### src/rtl/hog_bus_pkg.sv
// Shared definitions for the hog bus arbiter/dispatch pair: FSM encodings,
// default geometry and the valid/ready beat convention.
package hog_bus_pkg;

    typedef enum logic [1:0] {
        S_IDLE  = 2'd0,
        S_BURST = 2'd1,
        S_DROP  = 2'd2
    } state_t;

    localparam int DEF_BUS_WIDTH = 128;
    localparam int DEF_LEVELS    = 7;
    localparam int DEF_BURST_LEN = 8;

    // A beat transfers only on the cycle where both sides agree.
    function automatic logic beat_fire(input logic valid, input logic ready);
        return valid && ready;
    endfunction

endpackage

### src/rtl/bus_dispatch_if.sv
// Upstream beat stream plus fanned-out per-level stream of the dispatcher.
// master = bridge/deserializer side, slave = dispatcher side.
interface bus_dispatch_if
    import hog_bus_pkg::*;
#(
    parameter int BUS_WIDTH = DEF_BUS_WIDTH,
    parameter int LEVELS    = DEF_LEVELS
);
    localparam int DEST_WIDTH = $clog2(LEVELS);

    logic                  in_valid;
    logic                  in_ready;
    logic [BUS_WIDTH-1:0]  in_stream;
    logic [DEST_WIDTH-1:0] in_dest;
    logic                  in_last;
    logic [LEVELS-1:0]     out_valid;
    logic [LEVELS-1:0]     out_ready;
    logic [BUS_WIDTH-1:0]  out_stream;
    logic                  out_last;

    modport master (
        output in_valid, in_stream, in_dest, in_last, out_ready,
        input  in_ready, out_valid, out_stream, out_last
    );

    modport slave (
        input  in_valid, in_stream, in_dest, in_last, out_ready,
        output in_ready, out_valid, out_stream, out_last
    );

endinterface

### src/rtl/bus_pipe_reg.sv
// One-entry valid/ready register slice; accepts a new word in the same cycle
// the held word drains, so it sustains one word per cycle.
module bus_pipe_reg #(
    parameter int WIDTH = 8
) (
    input  logic             clk,
    input  logic             rst,
    input  logic             i_valid,
    output logic             o_ready,
    input  logic [WIDTH-1:0] i_data,
    output logic             o_valid,
    input  logic             i_ready,
    output logic [WIDTH-1:0] o_data
);

    logic             r_full;
    logic [WIDTH-1:0] r_data;

    assign o_ready = !r_full || i_ready;
    assign o_valid = r_full;
    assign o_data  = r_data;

    always_ff @(posedge clk) begin
        if (rst) begin
            r_full <= 1'b0;
            r_data <= '0;
        end else if (i_valid && o_ready) begin
            r_full <= 1'b1;
            r_data <= i_data;
        end else if (i_ready) begin
            r_full <= 1'b0;
        end
    end

endmodule

### src/rtl/bus_dispatch.sv
// Routes read-data bursts from the bus bridge to one of LEVELS deserializers,
// steering each burst by the destination seen on its first beat.
module bus_dispatch
    import hog_bus_pkg::*;
#(
    parameter int BUS_WIDTH = DEF_BUS_WIDTH,
    parameter int LEVELS    = DEF_LEVELS,
    parameter int BURST_LEN = DEF_BURST_LEN
) (
    input  logic           clk,
    input  logic           rst,
    bus_dispatch_if.slave  bus,
    output logic           drop_err
);

    localparam int DEST_WIDTH = $clog2(LEVELS);
    localparam int CNT_W      = (BURST_LEN > 1) ? $clog2(BURST_LEN) : 1;
    localparam int PAY_W      = BUS_WIDTH + DEST_WIDTH + 1;
    localparam logic [CNT_W-1:0] CNT_MAX = CNT_W'(BURST_LEN - 1);

    state_t                r_state;
    logic [CNT_W-1:0]      r_beat_cnt;
    logic [DEST_WIDTH-1:0] r_cur_dest;
    logic                  r_drop_err;

    logic                  w_accept;
    logic                  w_dest_ok;
    logic                  w_end;
    logic                  w_fwd;
    logic                  w_slice_ready;
    logic                  w_full;
    logic                  w_sel_ready;
    logic [DEST_WIDTH-1:0] w_fwd_dest;
    logic [PAY_W-1:0]      w_pay_in;
    logic [PAY_W-1:0]      w_pay_out;
    logic [LEVELS-1:0]     w_sel_onehot;
    logic [BUS_WIDTH-1:0]  w_q_data;
    logic [DEST_WIDTH-1:0] w_q_dest;
    logic                  w_q_last;

    // Extra bit keeps the range check correct when LEVELS is a power of two.
    assign w_dest_ok  = {1'b0, bus.in_dest} < (DEST_WIDTH + 1)'(LEVELS);
    assign w_end      = bus.in_last || (r_beat_cnt == CNT_MAX);
    assign w_accept   = beat_fire(bus.in_valid, bus.in_ready);
    assign w_fwd      = w_accept && (((r_state == S_IDLE) && w_dest_ok) || (r_state == S_BURST));
    assign w_fwd_dest = (r_state == S_IDLE) ? bus.in_dest : r_cur_dest;
    assign w_pay_in   = {bus.in_stream, w_fwd_dest, w_end};

    assign {w_q_data, w_q_dest, w_q_last} = w_pay_out;

    // Only the held beat's own level can drain the slice.
    assign w_sel_onehot = LEVELS'(1) << w_q_dest;
    assign w_sel_ready  = |(bus.out_ready & w_sel_onehot);

    assign bus.in_ready   = (r_state == S_DROP) ? 1'b1 : w_slice_ready;
    assign bus.out_valid  = w_full ? w_sel_onehot : '0;
    assign bus.out_stream = w_full ? w_q_data : '0;
    assign bus.out_last   = w_full & w_q_last;
    assign drop_err       = r_drop_err;

    bus_pipe_reg #(
        .WIDTH (PAY_W)
    ) u_slice (
        .clk     (clk),
        .rst     (rst),
        .i_valid (w_fwd),
        .o_ready (w_slice_ready),
        .i_data  (w_pay_in),
        .o_valid (w_full),
        .i_ready (w_sel_ready),
        .o_data  (w_pay_out)
    );

    always_ff @(posedge clk) begin
        if (rst) begin
            r_state    <= S_IDLE;
            r_beat_cnt <= '0;
            r_cur_dest <= '0;
            r_drop_err <= 1'b0;
        end else if (w_accept) begin
            case (r_state)
                S_IDLE: begin
                    r_cur_dest <= bus.in_dest;
                    if (!w_dest_ok) begin
                        r_drop_err <= 1'b1;
                    end
                    if (w_end) begin
                        r_beat_cnt <= '0;
                    end else begin
                        r_beat_cnt <= CNT_W'(1);
                        r_state    <= w_dest_ok ? S_BURST : S_DROP;
                    end
                end
                S_BURST, S_DROP: begin
                    if (w_end) begin
                        r_beat_cnt <= '0;
                        r_state    <= S_IDLE;
                    end else begin
                        r_beat_cnt <= r_beat_cnt + CNT_W'(1);
                    end
                end
                default: begin
                    r_beat_cnt <= '0;
                    r_state    <= S_IDLE;
                end
            endcase
        end
    end

endmodule

### src/flat_wrapper.sv
// flat-port wrapper written by rule: the top's interface ports become plain ports
module bus_dispatch_flat import hog_bus_pkg::*;
#(
    parameter int BUS_WIDTH = DEF_BUS_WIDTH,
    parameter int LEVELS    = DEF_LEVELS,
    parameter int BURST_LEN = DEF_BURST_LEN
)
  (clk, rst, drop_err, bus_in_valid, bus_in_stream, bus_in_dest, bus_in_last, bus_out_ready, bus_in_ready, bus_out_valid, bus_out_stream, bus_out_last);
  bus_dispatch_if #(.BUS_WIDTH(BUS_WIDTH), .LEVELS(LEVELS)) bus_i ();
  input  logic clk;
  input  logic rst;
  output logic drop_err;
  input wire logic [$bits(bus_i.in_valid)-1:0] bus_in_valid;
  input wire logic [$bits(bus_i.in_stream)-1:0] bus_in_stream;
  input wire logic [$bits(bus_i.in_dest)-1:0] bus_in_dest;
  input wire logic [$bits(bus_i.in_last)-1:0] bus_in_last;
  input wire logic [$bits(bus_i.out_ready)-1:0] bus_out_ready;
  output wire logic [$bits(bus_i.in_ready)-1:0] bus_in_ready;
  output wire logic [$bits(bus_i.out_valid)-1:0] bus_out_valid;
  output wire logic [$bits(bus_i.out_stream)-1:0] bus_out_stream;
  output wire logic [$bits(bus_i.out_last)-1:0] bus_out_last;
  assign bus_i.in_valid = bus_in_valid;
  assign bus_i.in_stream = bus_in_stream;
  assign bus_i.in_dest = bus_in_dest;
  assign bus_i.in_last = bus_in_last;
  assign bus_i.out_ready = bus_out_ready;
  assign bus_in_ready = bus_i.in_ready;
  assign bus_out_valid = bus_i.out_valid;
  assign bus_out_stream = bus_i.out_stream;
  assign bus_out_last = bus_i.out_last;
  bus_dispatch #(.BUS_WIDTH(BUS_WIDTH), .LEVELS(LEVELS), .BURST_LEN(BURST_LEN)) u_core (.clk(clk), .rst(rst), .bus(bus_i), .drop_err(drop_err));
endmodule
### config.mk
export PLATFORM = sky130hd
export DESIGN_NAME = bus_dispatch_flat
export DESIGN_NICKNAME = d
export VERILOG_FILES = /design/src/rtl/hog_bus_pkg.sv /design/src/rtl/bus_dispatch_if.sv /design/src/rtl/bus_pipe_reg.sv /design/src/rtl/bus_dispatch.sv /design/src/flat_wrapper.sv
export SDC_FILE = /design/constraint.sdc
export NUM_CORES = 1
export LEC_CHECK = 0
export BUFFER_PORTS_ARGS = -buffer_cell sky130_fd_sc_hd__buf_2
export CORE_MARGIN = 2
export CORE_UTILIZATION = 35
export DETAILED_ROUTE_END_ITERATION = 6
export HOLD_SLACK_MARGIN = 0.08
export PLACE_DENSITY = 0.6
export SETUP_SLACK_MARGIN = 0.4
export SLEW_MARGIN = 20
export SYNTH_ARGS = -nofsm -noshare
export SYNTH_HDL_FRONTEND = slang
export SYNTH_SLANG_ARGS = --single-unit
### constraint.sdc
create_clock -name clk -period 2.4 [get_ports clk]
set_input_delay 0 -clock clk [delete_from_list [all_inputs] [get_ports clk]]
set_output_delay 0 -clock clk [all_outputs]
set_load 0.1 [all_outputs]
==> results.tsv <==
stage	metric	value	unit
route	routed_via_density	4.46	
sta	grt_setup_unrepaired	yes	
route	drt-pass1-iter-count	4	
worst_setup_path	r2r_start	u_core.u_slice.o_data[3]	
die	die_area	22900	µm²
cts	clk_pin_slew_worst_paths	0.06	ns
cells_and_area	nFillCells	1867	
job	maxCapViolCount	0	
place	gp_congestion	0.743	
route	wl_per_cell	14.5	µm
place	placed_cells	1306	
logic_synthesis	ys_ff_latch	142	
cells_and_area	area_growth	51.6	%
global_route	grt.total_usage	17.4	%
worst_hold_path	min_from	rst	
die	fp.dieW	151	µm
worst_setup_path	r2r-end	u_core.u_slice.o_data[44]	
power	fin_total_pwr	8.43	mW
die	fp.coreArea	21200	µm²
die	start_util	35.8	%
route	wl	21500	µm
logic_synthesis	synth_area_leader_cell	dfxtp_1	
sta	period_minus_slack	1.98	ns
cts	numCtsBuffers	17	
route	detail_route.iter0.violations	256	
outcome	status	finished clean	
logic_synthesis	synthesis.area	7580	µm²
logic_synthesis	yosys-top-cells-area	dfxtp_1 (37%), nand2b_1 (22%), mux2i_1 (18%)	
sta	setup_viol	0	
global_route	grt_pass1_wl	31300	µm
route	ant_nets	0	
global_route	grt_pass1_vias	6368	
sta	finalHoldViolCount	0	
sta	fin_setup_tns	0	ns
sta	slew_headroom	61.3	%
logic_synthesis	synth_fp_nets	957	
worst_setup_path	r2r_slack	0.42	ns
sta	holdWs	0.145	ns
worst_setup_path	critPathLaunchType	flop	
cells_and_area	layout-drive-gt1-share	28.0	%
cells_and_area	layout_commonest_cell	nand2b_1	
cells_and_area	final_util	54.3	%
cells_and_area	stdcell_count	1481	
cts	clk_path_buf_depth	2	
worst_setup_path	worstPathRequired	2.74	ns
global_route	antenna_found_initial	1	
logic_synthesis	synth-warning-count	0	
cts	root_buffer	clkbuf_16	
cts	clock-sinks	142	
sta	fmax	506	MHz
logic_synthesis	ys_types	37	
power	p_leak	5.14	nW
sta	max_slew.worst_pin.slew	0.577	ns
worst_hold_path	hold_class	primary input to flop	
global_route	gr-total-overflow	0	
place	dp_hpwl	12500	µm
sta	drv_slew	0	
logic_synthesis	ys_seq_area_share	37.5	%
cts	cts_tree	built	
worst_setup_path	crit_fanout	29	
place	place_ws	0.232	ns
cells_and_area	nets	1340	
worst_setup_path	reg2reg_depth	5	
sta	finalCritPeriodShare	82.4	%
worst_setup_path	end_kind	flop	
worst_hold_path	whs_path_depth	3	
cts	clk_latency	0.42	ns
route	drc	0	
worst_setup_path	cp.arrival	2.31	ns
place	port_buffers	279	
die	die_y	151	µm
power	power_density	733	nW/µm²
sta	skew	0.0138	ns
route	via_count	6598	
logic_synthesis	postSynthAreaPerCell	9.37	µm²
power	ir_drop	0.434	mV
logic_synthesis	synth_cells	809	
logic_synthesis	synth_top_area_share	37.5	%
cells_and_area	final_cell_mix	nand2b_1 (267), buf_2 (172), dfxtp_1 (139)	
die	io_pins	280	
worst_setup_path	path_class	flop to flop	
die	rows	53	
cells_and_area	final_design_area_no_fill	11500	µm²
sta	fin_ws	0.423	ns
cts	cts_max_level	4	
worst_hold_path	min_to	u_core.u_slice.o_valid	
place	postPlaceCellArea	9040	µm²
global_route	grt_max_degree	156	
## worst max-delay path: stages (launching register included)
cell	delay, ns
dfxtp_4	0.38
mux2i_1	0.15
a211o_2	0.43
a21oi_4	0.26
bufbuf_16	0.42
mux2i_1	0.25
## layer usage
| layer | GRT usage (%) | share of wire, % |
|---|---|---|
| met1 | 20.9 | 44 |
| met2 | 29.3 | 48 |
| met3 | 5.51 | 6.5 |
| met4 | 5.70 | 1.2 |
| met5 | 0 | 0 |
## final cells by class
cell class | count | area, µm² | share of cell area [%]
timing repair buffer | 426 | 3290 | 28.6
multi-input combinational | 596 | 4340 | 37.8
tap | 275 | 344 | 2.99
antenna | 1 | 2.50 | 0.0218
clock buffer | 20 | 447 | 3.89
sequential | 142 | 2850 | 24.8
inverter | 9 | 33.8 | 0.294
clock inverter | 12 | 183 | 1.59
## what timing repair did
item                                   in CTS  in global routing
gates cloned                                2                  4
pin swaps                                   1                  0
setup endpoints to repair                 134                238
hold buffers                              133                  0
gates resized for setup                    11                107
setup buffers                               3                  0
endpoints found under the hold margin     137                  0
## how the worst max path moves through the flow
stage | endpoint | cells past startpoint | from
floorplan | bus_out_valid[0] | 3 | u_core.u_slice.o_valid
global placement | u_core.u_slice.o_data[30] | 5 | u_core.u_slice.o_data[3]
detailed placement | u_core.u_slice.o_data[9] | 7 | u_core.r_state[0]
CTS | bus_out_stream[26] | 3 | u_core.u_slice.o_valid
global route | u_core.u_slice.o_data[44] | 7 | u_core.r_state[0]
finish | u_core.u_slice.o_data[44] | 5 | u_core.u_slice.o_data[3]
## power by group
group	internal [mW]	switching [mW]
sequential	2.66	0.171
combinational	1.04	1.70
clock	1.78	1.08
total	5.48	2.95
## Yosys cell counts (all sizes together)
master	count
o31ai	1
inv	9
o211ai	1
nand3	2
nor2b	3
a21oi	3
ha	6
and2	131
clkbuf	46
or3b	1
a31oi	1
nor3	5
dfxtp	142
o31a	1
a21o	1
mux2i	137
o221a	1
nand4b	1
a211o	1
nand2	5
o21ai	3
or2	1
nand2b	267
nand3b	1
nor2	6
buf	16
o22ai	1
a211oi	9
mux2	5
o221ai	1
a21boi	1
## registers in the layout (all words and copies together), names as in the netlist
register and cells:
u_core.r_state 2, u_core.u_slice.o_data 132, u_core.u_slice.o_valid 1, u_core.r_beat_cnt 3, u_core.drop_err 1, u_core.r_cur_dest 3
## cells by family after synthesis
family	after synthesis	synth area share, %
DFF	142	37.5
adders and majority gates	6	0.990
buffers and inverters	71	5.61
muxes	142	18.8
and+or+nand+nor	423	34.5
AOI/OAI and AO/OA	25	2.57
No activity file was read; power rests on OpenSTA's default activity.
